### src/rtl/relay_sequencer_pkg.sv
// Shared FSM encoding and width helpers for the latching-relay coil sequencer.
package relay_sequencer_pkg;

  typedef enum logic [1:0] {
    RS_IDLE   = 2'd0,
    RS_PULSE  = 2'd1,
    RS_SETTLE = 2'd2
  } rs_state_e;

  // Down-counter must hold the longer of the two phase lengths.
  function automatic int cnt_width(input int pulse_cycles, input int settle_cycles);
    int m;
    m = (pulse_cycles > settle_cycles) ? pulse_cycles : settle_cycles;
    return $clog2(m + 1);
  endfunction

  function automatic int idx_width(input int n);
    return (n > 1) ? $clog2(n) : 1;
  endfunction

endpackage

### src/rtl/relay_sequencer_rr_pick.sv
// Rotating-priority selector: first set bit of pending at or after ptr, wrapping.
module relay_sequencer_rr_pick
  import relay_sequencer_pkg::*;
#(
  parameter int N     = 4,
  parameter int SEL_W = idx_width(N)
) (
  input  logic [N-1:0]     pending,
  input  logic [SEL_W-1:0] ptr,
  output logic             any,
  output logic [SEL_W-1:0] sel
);

  // Scan from the farthest offset down so the nearest pending index wins last.
  always_comb begin
    logic [SEL_W-1:0] idx;
    any = 1'b0;
    sel = '0;
    idx = '0;
    for (int off = N - 1; off >= 0; off--) begin
      idx = SEL_W'((int'(ptr) + off) % N);
      if (pending[idx]) begin
        any = 1'b1;
        sel = idx;
      end
    end
  end

endmodule

### src/rtl/relay_sequencer.sv
// Coil sequencer for latching relays: one coil at a time, fixed pulse, then settle gap.
//   state     | meaning
//   RS_IDLE   | no coil driven; pick next pending relay round-robin
//   RS_PULSE  | coil of relay sel energised toward tgt
//   RS_SETTLE | all coils off, supply recovers; done on last cycle
module relay_sequencer
  import relay_sequencer_pkg::*;
#(
  parameter int N_RELAYS      = 4,
  parameter int PULSE_CYCLES  = 4,
  parameter int SETTLE_CYCLES = 2
) (
  input  logic                clk,
  input  logic                rst,
  input  logic [N_RELAYS-1:0] req_state,
  input  logic                refresh,
  output logic [N_RELAYS-1:0] c1,
  output logic [N_RELAYS-1:0] c2,
  output logic [N_RELAYS-1:0] cur_state,
  output logic [N_RELAYS-1:0] known,
  output logic                busy,
  output logic                done
);

  localparam int SEL_W = idx_width(N_RELAYS);
  localparam int CNT_W = cnt_width(PULSE_CYCLES, SETTLE_CYCLES);

  rs_state_e           state_q, state_d;
  logic [CNT_W-1:0]    cnt_q, cnt_d;
  logic [SEL_W-1:0]    sel_q, sel_d;
  logic [SEL_W-1:0]    ptr_q, ptr_d;
  logic                tgt_q, tgt_d;
  logic [N_RELAYS-1:0] cur_state_q, cur_state_d;
  logic [N_RELAYS-1:0] known_q, known_d;
  logic [N_RELAYS-1:0] c1_q, c1_d;
  logic [N_RELAYS-1:0] c2_q, c2_d;
  logic                busy_q, busy_d;
  logic                done_q, done_d;

  logic [N_RELAYS-1:0] pending;
  logic                pick_any;
  logic [SEL_W-1:0]    pick_sel;

  assign pending = ~known_q | (req_state ^ cur_state_q);

  relay_sequencer_rr_pick #(
    .N     (N_RELAYS),
    .SEL_W (SEL_W)
  ) u_rr_pick (
    .pending (pending),
    .ptr     (ptr_q),
    .any     (pick_any),
    .sel     (pick_sel)
  );

  always_comb begin
    state_d     = state_q;
    cnt_d       = cnt_q;
    sel_d       = sel_q;
    ptr_d       = ptr_q;
    tgt_d       = tgt_q;
    cur_state_d = cur_state_q;
    known_d     = known_q;

    case (state_q)
      RS_IDLE: begin
        if (pick_any) begin
          sel_d   = pick_sel;
          tgt_d   = req_state[pick_sel];
          cnt_d   = CNT_W'(PULSE_CYCLES);
          state_d = RS_PULSE;
        end
      end
      RS_PULSE: begin
        if (cnt_q == CNT_W'(1)) begin
          cur_state_d[sel_q] = tgt_q;
          known_d[sel_q]     = 1'b1;
          cnt_d              = CNT_W'(SETTLE_CYCLES);
          state_d            = RS_SETTLE;
        end else begin
          cnt_d = cnt_q - CNT_W'(1);
        end
      end
      RS_SETTLE: begin
        if (cnt_q == CNT_W'(1)) begin
          ptr_d   = (sel_q == SEL_W'(N_RELAYS - 1)) ? '0 : sel_q + SEL_W'(1);
          cnt_d   = '0;
          state_d = RS_IDLE;
        end else begin
          cnt_d = cnt_q - CNT_W'(1);
        end
      end
      default: begin
        cnt_d   = '0;
        state_d = RS_IDLE;
      end
    endcase

    // Refresh wins over a simultaneous pulse-exit update.
    if (refresh) begin
      known_d = '0;
    end

    // Outputs are registered from next-state so no input reaches a pin combinationally.
    c1_d = '0;
    c2_d = '0;
    if (state_d == RS_PULSE) begin
      c1_d[sel_d] = ~tgt_d;
      c2_d[sel_d] = tgt_d;
    end
    busy_d = (state_d != RS_IDLE);
    done_d = (state_d == RS_SETTLE) && (cnt_d == CNT_W'(1));
  end

  always_ff @(posedge clk) begin
    if (rst) begin
      state_q     <= RS_IDLE;
      cnt_q       <= '0;
      sel_q       <= '0;
      ptr_q       <= '0;
      tgt_q       <= 1'b0;
      cur_state_q <= '0;
      known_q     <= '0;
      c1_q        <= '0;
      c2_q        <= '0;
      busy_q      <= 1'b0;
      done_q      <= 1'b0;
    end else begin
      state_q     <= state_d;
      cnt_q       <= cnt_d;
      sel_q       <= sel_d;
      ptr_q       <= ptr_d;
      tgt_q       <= tgt_d;
      cur_state_q <= cur_state_d;
      known_q     <= known_d;
      c1_q        <= c1_d;
      c2_q        <= c2_d;
      busy_q      <= busy_d;
      done_q      <= done_d;
    end
  end

  assign c1        = c1_q;
  assign c2        = c2_q;
  assign cur_state = cur_state_q;
  assign known     = known_q;
  assign busy      = busy_q;
  assign done      = done_q;

endmodule

### config.mk
export PLATFORM = sky130hd
export DESIGN_NAME = relay_sequencer
export DESIGN_NICKNAME = d
export VERILOG_FILES = /design/src/rtl/relay_sequencer_pkg.sv /design/src/rtl/relay_sequencer_rr_pick.sv /design/src/rtl/relay_sequencer.sv
export SDC_FILE = /design/constraint.sdc
export NUM_CORES = 1
export LEC_CHECK = 0
export BUFFER_PORTS_ARGS = -buffer_cell sky130_fd_sc_hd__clkbuf_2
export CAP_MARGIN = 20
export CORE_ASPECT_RATIO = 0.9
export CORE_MARGIN = 2
export CORE_UTILIZATION = 49
export DETAILED_ROUTE_END_ITERATION = 6
export HOLD_SLACK_MARGIN = 0.05
export PLACE_DENSITY = 0.71
export SYNTH_ARGS = -nofsm -noshare
export SYNTH_HDL_FRONTEND = slang
export SYNTH_HIERARCHICAL = 1
export SYNTH_SLANG_ARGS = --single-unit
### constraint.sdc
create_clock -name clk -period 5 [get_ports clk]
set_clock_uncertainty 0.2 [all_clocks]
set_input_delay 0.25 -clock clk [delete_from_list [all_inputs] [get_ports clk]]
set_output_delay 0.25 -clock clk [all_outputs]
set_load 0.05 [all_outputs]
# Yosys cells after proc, flatten, opt, wreduce, memory -nomap -nowiden
# Index checks and enable logic that the tools add are counted.
# word_totals
wordCells	85
register_bits	28
input_bits	7
output_inout_bits	18
# op_classes
mux	36
n_eq_ne	7
n_reduce_logical	9
add_sub_neg	5
magnitude_cmp	9
bitwise_logic	8
# ops
operator	count
$lt A2 B3 Y1 const B	7
$mux W2	10
$mux W1	13
$bmux W1 S2	5
$mux W3	3
$pmux W3 S3	1
$and A4 B4 Y4	2
$or A4 B4 Y4	2
$eq A2 B2 Y1 const B	3
$eq A3 B1 Y1 const B	2
$pmux W2 S3	1
$add A2 B1 Y2 const B	2
$add A2 B2 Y2 const B	2
$bwmux W4	1
$demux W1 S2	2
$eq A2 B1 Y1 const B	2
$ge A2 B1 Y1 const B	2
$not A4 Y4	1
$reduce_and A2 Y1	2
$reduce_or A2 Y1	2
$xor A4 B4 Y4	1
$logic_and A1 B1 Y1	3
$sub A3 B1 Y3 const B	1
$logic_not A2 Y1	1
2 further kinds	3

# Logic depth before layout (Yosys ltp)
# logic_depth
ltp_word	15
ltp_mapped	9
mapped_depth_nobuf	8

# Hierarchy
# Netlist, hierarchy kept.
# by_module_without_submodules
mod	area_each_um2	seq_area_each_um2	cells_each	instances
relay_sequencer	1347.5	560.5	155	1
relay_sequencer_rr_pick	77.6	0.0	13	1

# Worst setup path before layout
# Ideal clock, no wire load.
# synth_timing
kind	reg2reg
startpoint	register cur_state_q[2] (netlist: cur_state[2])
endpoint	register tgt_q
t_arrival_ns	2.111
path_slack_ns	2.557
period_less_slack_ns	2.443
stages_incl_launch_ff	10
path_buffers	1
required_time_ns	4.668
setup_time_ns	0.132
path_cell_list	dfxtp_1 > xnor2_1 > nand2_1 > nand2_1 > nor2_1 > a211oi_2 > clkbuf_1 > mux4_2 > nand2_1 > a21oi_1
# synth_between
elab_chain_len	12
elab_cells_between_ends	22
cone_classes	mux (20); bitwise (2)
# synth_rtl
item	line	source
from (decl)	relay_sequencer.sv:33	logic [N_RELAYS-1:0] cur_state_q, cur_state_d;
from (signal assigned)	relay_sequencer.sv:134	cur_state_q <= cur_state_d;
$xor A4 B4 Y4 (*)	relay_sequencer.sv:44	assign pending = ~known_q | (req_state ^ cur_state_q);
$or A4 B4 Y4 (*)	relay_sequencer.sv:44	
named net pending[2]	relay_sequencer.sv:40	logic [N_RELAYS-1:0] pending;
$bmux W1 S2	relay_sequencer_rr_pick.sv:22	if (pending[idx]) begin
$mux W1 (implied by the code)	relay_sequencer_rr_pick.sv:22	
$mux W2 (3 in a row)	relay_sequencer_rr_pick.sv:22	
$mux W2 (*)	relay_sequencer_rr_pick.sv:22	
named net pick_sel[0]	relay_sequencer.sv:42	logic [SEL_W-1:0] pick_sel;
$bmux W1 S2 (*)	relay_sequencer.sv:69	tgt_d = req_state[pick_sel];
$mux W1 (implied by the code) (*)	relay_sequencer.sv:69	
$mux W1 (*)	relay_sequencer.sv:67	if (pick_any) begin
$mux W1 (*)	relay_sequencer.sv:65	case (state_q)
to (signal assigned)	relay_sequencer.sv:133	tgt_q <= tgt_d;
to (decl)	relay_sequencer.sv:32	logic tgt_q, tgt_d;
# Mark *: on every way through the listed nets, which the timed path passes. The rest lies on a longest branch. The select of a mux whose other input is x is not followed.
# A chain may end at the register's enable or synchronous reset.

# Worst setup path after layout
# layout_timing
startpoint	input req_state[1]
endpoint	register c1_q[2] (netlist: c1[2])
# layout_between
elab_chain_len	15
elab_cells_between_ends	36
cone_classes	order compare (2); eq/ne (1); mux (26); bitwise (5); reduce/logical (2)
# layout_rtl
item	line	source
from (decl)	relay_sequencer.sv:15	input logic [N_RELAYS-1:0] req_state,
$xor A4 B4 Y4 (*)	relay_sequencer.sv:44	
$or A4 B4 Y4 (*)	relay_sequencer.sv:44	
named net pending[1]	relay_sequencer.sv:40	
$bmux W1 S2	relay_sequencer_rr_pick.sv:22	
$mux W1 (implied by the code)	relay_sequencer_rr_pick.sv:22	
$mux W1 (3 in a row)	relay_sequencer_rr_pick.sv:22	
$mux W1 (*)	relay_sequencer_rr_pick.sv:22	
named net pick_any	relay_sequencer.sv:41	logic pick_any;
$mux W2	relay_sequencer.sv:67	
$mux W2	relay_sequencer.sv:65	
$lt A2 B3 Y1 (implied by the code) / $ge A2 B1 Y1 (equally long branches)	relay_sequencer.sv:108	c1_d[sel_d] = ~tgt_d;
$logic_and A1 B1 Y1 (implied by the code)	relay_sequencer.sv:108	
$mux W1 (implied by the code)	relay_sequencer.sv:108	
$demux W1 S2	relay_sequencer.sv:108	
$and A4 B4 Y4 (no source line)	n/a	
to (signal assigned)	relay_sequencer.sv:124	c1_q <= '0;
to (signal assigned)	relay_sequencer.sv:136	c1_q <= c1_d;
to (decl)	relay_sequencer.sv:35	logic [N_RELAYS-1:0] c1_q, c1_d;
# Marks and branches as above.

==> metrics.txt <==
total clock sinks=28; Site Rows=18; Die Wd=60.85 microns; WL final=3145 microns; crit path cell chain=dlygate4sd3_1 -> clkbuf_2 -> xnor2_1 -> nand2_1 -> nor2_1 -> nand2_1 -> or3b_1 -> or4b_4 -> a21oi_2; Seq cells post-synth=28; Die H=55.16 microns; CTS tree=done; Worst-Skew Late Latency=330 ps; register area share after synthesis=39.33%; Post-Syn Area=0.001425 sq mm; core region area=0.002748 sq mm; Slowest-stage cell, CP=or4b_4; Post-synth EDFFs=0; slowest stage delay, CP=580 ps; CP delay by family, top=simple AND/OR/NAND/NOR gates; met1 wire length=1444 microns; critical path peak fanout=10; Mean Syn Cell Area=8.483 sq um; layout cells sized above 1=18.23%; worst hold path depth=2; Max Used Layer=met4; met2 WL=1552 microns; CP most frequent cell=nand2_1; # DRC=0; largest net degree at the start of global routing=21; Max Slew Vio Count=0; setup_tns=0 ps; final setup violation count=0; DR WL/cell=13.56 microns; Synth Instances=168; library cells used by synthesis=38; initial antenna violation count=0; Reg2Reg Capture Point=c1[2]; peak supply drop=0.0001470 V; syn_nets=181; MaxCap Viol Count=0; number of vias per cell=5.487; DR WL met3=107 microns; area delta synth->final=15.36%; initial core utilization=51.87%; Post-CTS Resized=0; hpwl dp=2237 microns; minimum clock period=2540 ps; pre-CTS setup slack=2584 ps; clock tree root driver cell=clkbuf_4; vias in the first global route=1066; nets=206; P_leak=0.6284 nW; status=finished clean; unrepaired setup endpoints after global routing=no; RePlAce Congestion=0.8297; CTS Buf Count=3; fin worst setup slack=2460 ps; HP Start=rst; I/O Buffers=24; total die area=0.003356 sq mm; Fmax=393.8 MHz; r2r setup slk=2700 ps; clk slew on worst S/H paths=150 ps; slew margin rel.=61.48%; Clock Path Buffers=2; CP endpoint kind=flop; hold endpoint=cnt_q[2]; Warnings, synthesis=6; drt first pass iters=4; CP Launch Type=primary input; PwrDens=251.7 mW/mm^2; global-route wire length before repair=4961 microns; final hold vios=0; ys flop type=dfxtp_1; DR iter-0 viols=51; critical path class=primary input to flop; reg2reg path depth=7; DRT antenna net count=0; GR Util All Layers=20.03%; WP buf/inv=2; IO Count=25; GRT overflow=0; fin crit share=50.79%; Slew @ Worst Pin=576.7 ps; Required @ worst endpoint=5080 ps; arrival time at the worst endpoint=2620 ps; H-tree levels=1; FF-to-FF Start=cur_state[1]; ANT cells=0; Hold WC Path Type=primary input to flop; vias=1273; async set or reset register ratio after synthesis=0%
stage by stage:
step	area, sq um	util (%)	hold WS (ps)	power [W]	cells
2_1_floorplan	1425	-	129.3	0.0002889	168
5_1_grt	1644	59.84	172.8	0.0004302	232
6_report	1644	59.84	142.4	0.0004138	232
3_5_place_dp	1553	56.51	283.8	0.0003018	222
3_3_place_gp	1553	56.51	278.8	0.0003004	222
4_1_cts	1639	59.65	158.2	0.0004150	231
cells in the final DEF (no fill, tap or decap):
cell,n
a2111o_1,1
a211oi_1,1
a211oi_2,1
a21o_1,1
a21oi_1,26
a21oi_2,1
and2b_1,1
and4bb_2,1
buf_2,1
buf_4,1
clkbuf_2,24
clkbuf_4,3
clkbuf_8,1
dfxtp_1,28
dlygate4sd3_1,5
ha_1,6
inv_1,10
mux2i_1,3
mux4_2,1
nand2_1,12
nand2b_1,3
nand3_1,6
nand3b_1,1
nand4_1,5
nand4b_1,3
nand4bb_1,1
nor2_1,12
nor2b_1,2
nor3_1,6
nor3b_1,2
nor4bb_1,1
o21ai_0,6
o31ai_1,1
o41a_1,1
or3_1,1
or3b_1,1
or4_1,5
or4b_1,1
or4b_4,1
xnor2_1,5
synth_stat cells (all sizes together), types with 5 or more instances:
library cell   n  area, sq um
clkbuf         8        30.03
o21ai          6        30.03
nand3          6        30.03
inv           10        37.54
nor2          12        45.04
dfxtp         28        560.5
ha             6        75.07
a21oi         27        138.9
nand2         12        45.04
nand4          5        31.28
xnor2          5        43.79
or4            5        37.54
nor3           6        30.03
report_power, final:
part	leakage, nW	internal, W	total, W	switching, W
clock network	0.0210	0.0000446	0.000112	0.0000677
logic	0.380	0.0000238	0.0000614	0.0000376
registers	0.228	0.000230	0.000240	0.00000999
total	0.628	0.000299	0.000414	0.000115
worst max-delay path by stage:
stage | start | endpoint | slack (ps) | cells after the start
global route | req_state[1] | c1[2] | 2330 | 9
finish | req_state[1] | c1[2] | 2460 | 9
CTS | req_state[3] | c2[3] | 2410 | 9
detailed placement | req_state[3] | c2[3] | 2580 | 8
floorplan | cur_state[2] | tgt_q | 2560 | 9
global placement | req_state[3] | c1[2] | 2700 | 8
sequential cells by signal (all words and copies together), names as in the netlist:
register / cells
state_q: 2
known: 4
c1: 4
done: 1
sel_q: 2
ptr_q: 2
tgt_q: 1
cur_state: 4
c2: 4
busy: 1
cnt_q: 3
cells by family after synthesis:
logic type               after synthesis  share of synthesized area (%)
XOR/XNOR                               5                          3.073
multiplexers                           4                          3.687
AND/OR/NAND/NOR                       65                          26.60
AO/OA/AOI/OAI                         39                          15.89
flip-flops                            28                          39.33
adder cells (fa/ha/maj)                6                          5.268
buffers and inverters                 21                          6.145
per-layer routing:
layer  vias to the layer above  GRT usage (%)
met4                         0          6.522
met5                         -              0
li1                        641              -
met2                        21          32.44
met1                       606          26.21
met3                         5          5.116
final cells by class:
type,count,area (sq um)
Timing Repair Buffer,31,182.7
Multi-Input combinational cell,119,777.0
Inverter,10,37.54
Clock buffer,4,36.28
Fill cell,251,1104
Tap cell,40,50.05
Sequential cell,28,560.5
timing repair:
item	4_1_cts	5_1_grt
hold buffers	5	0
buffers inserted	0	0
endpoints found under the hold margin	10	0
Power figures use the tool's default switching activity.
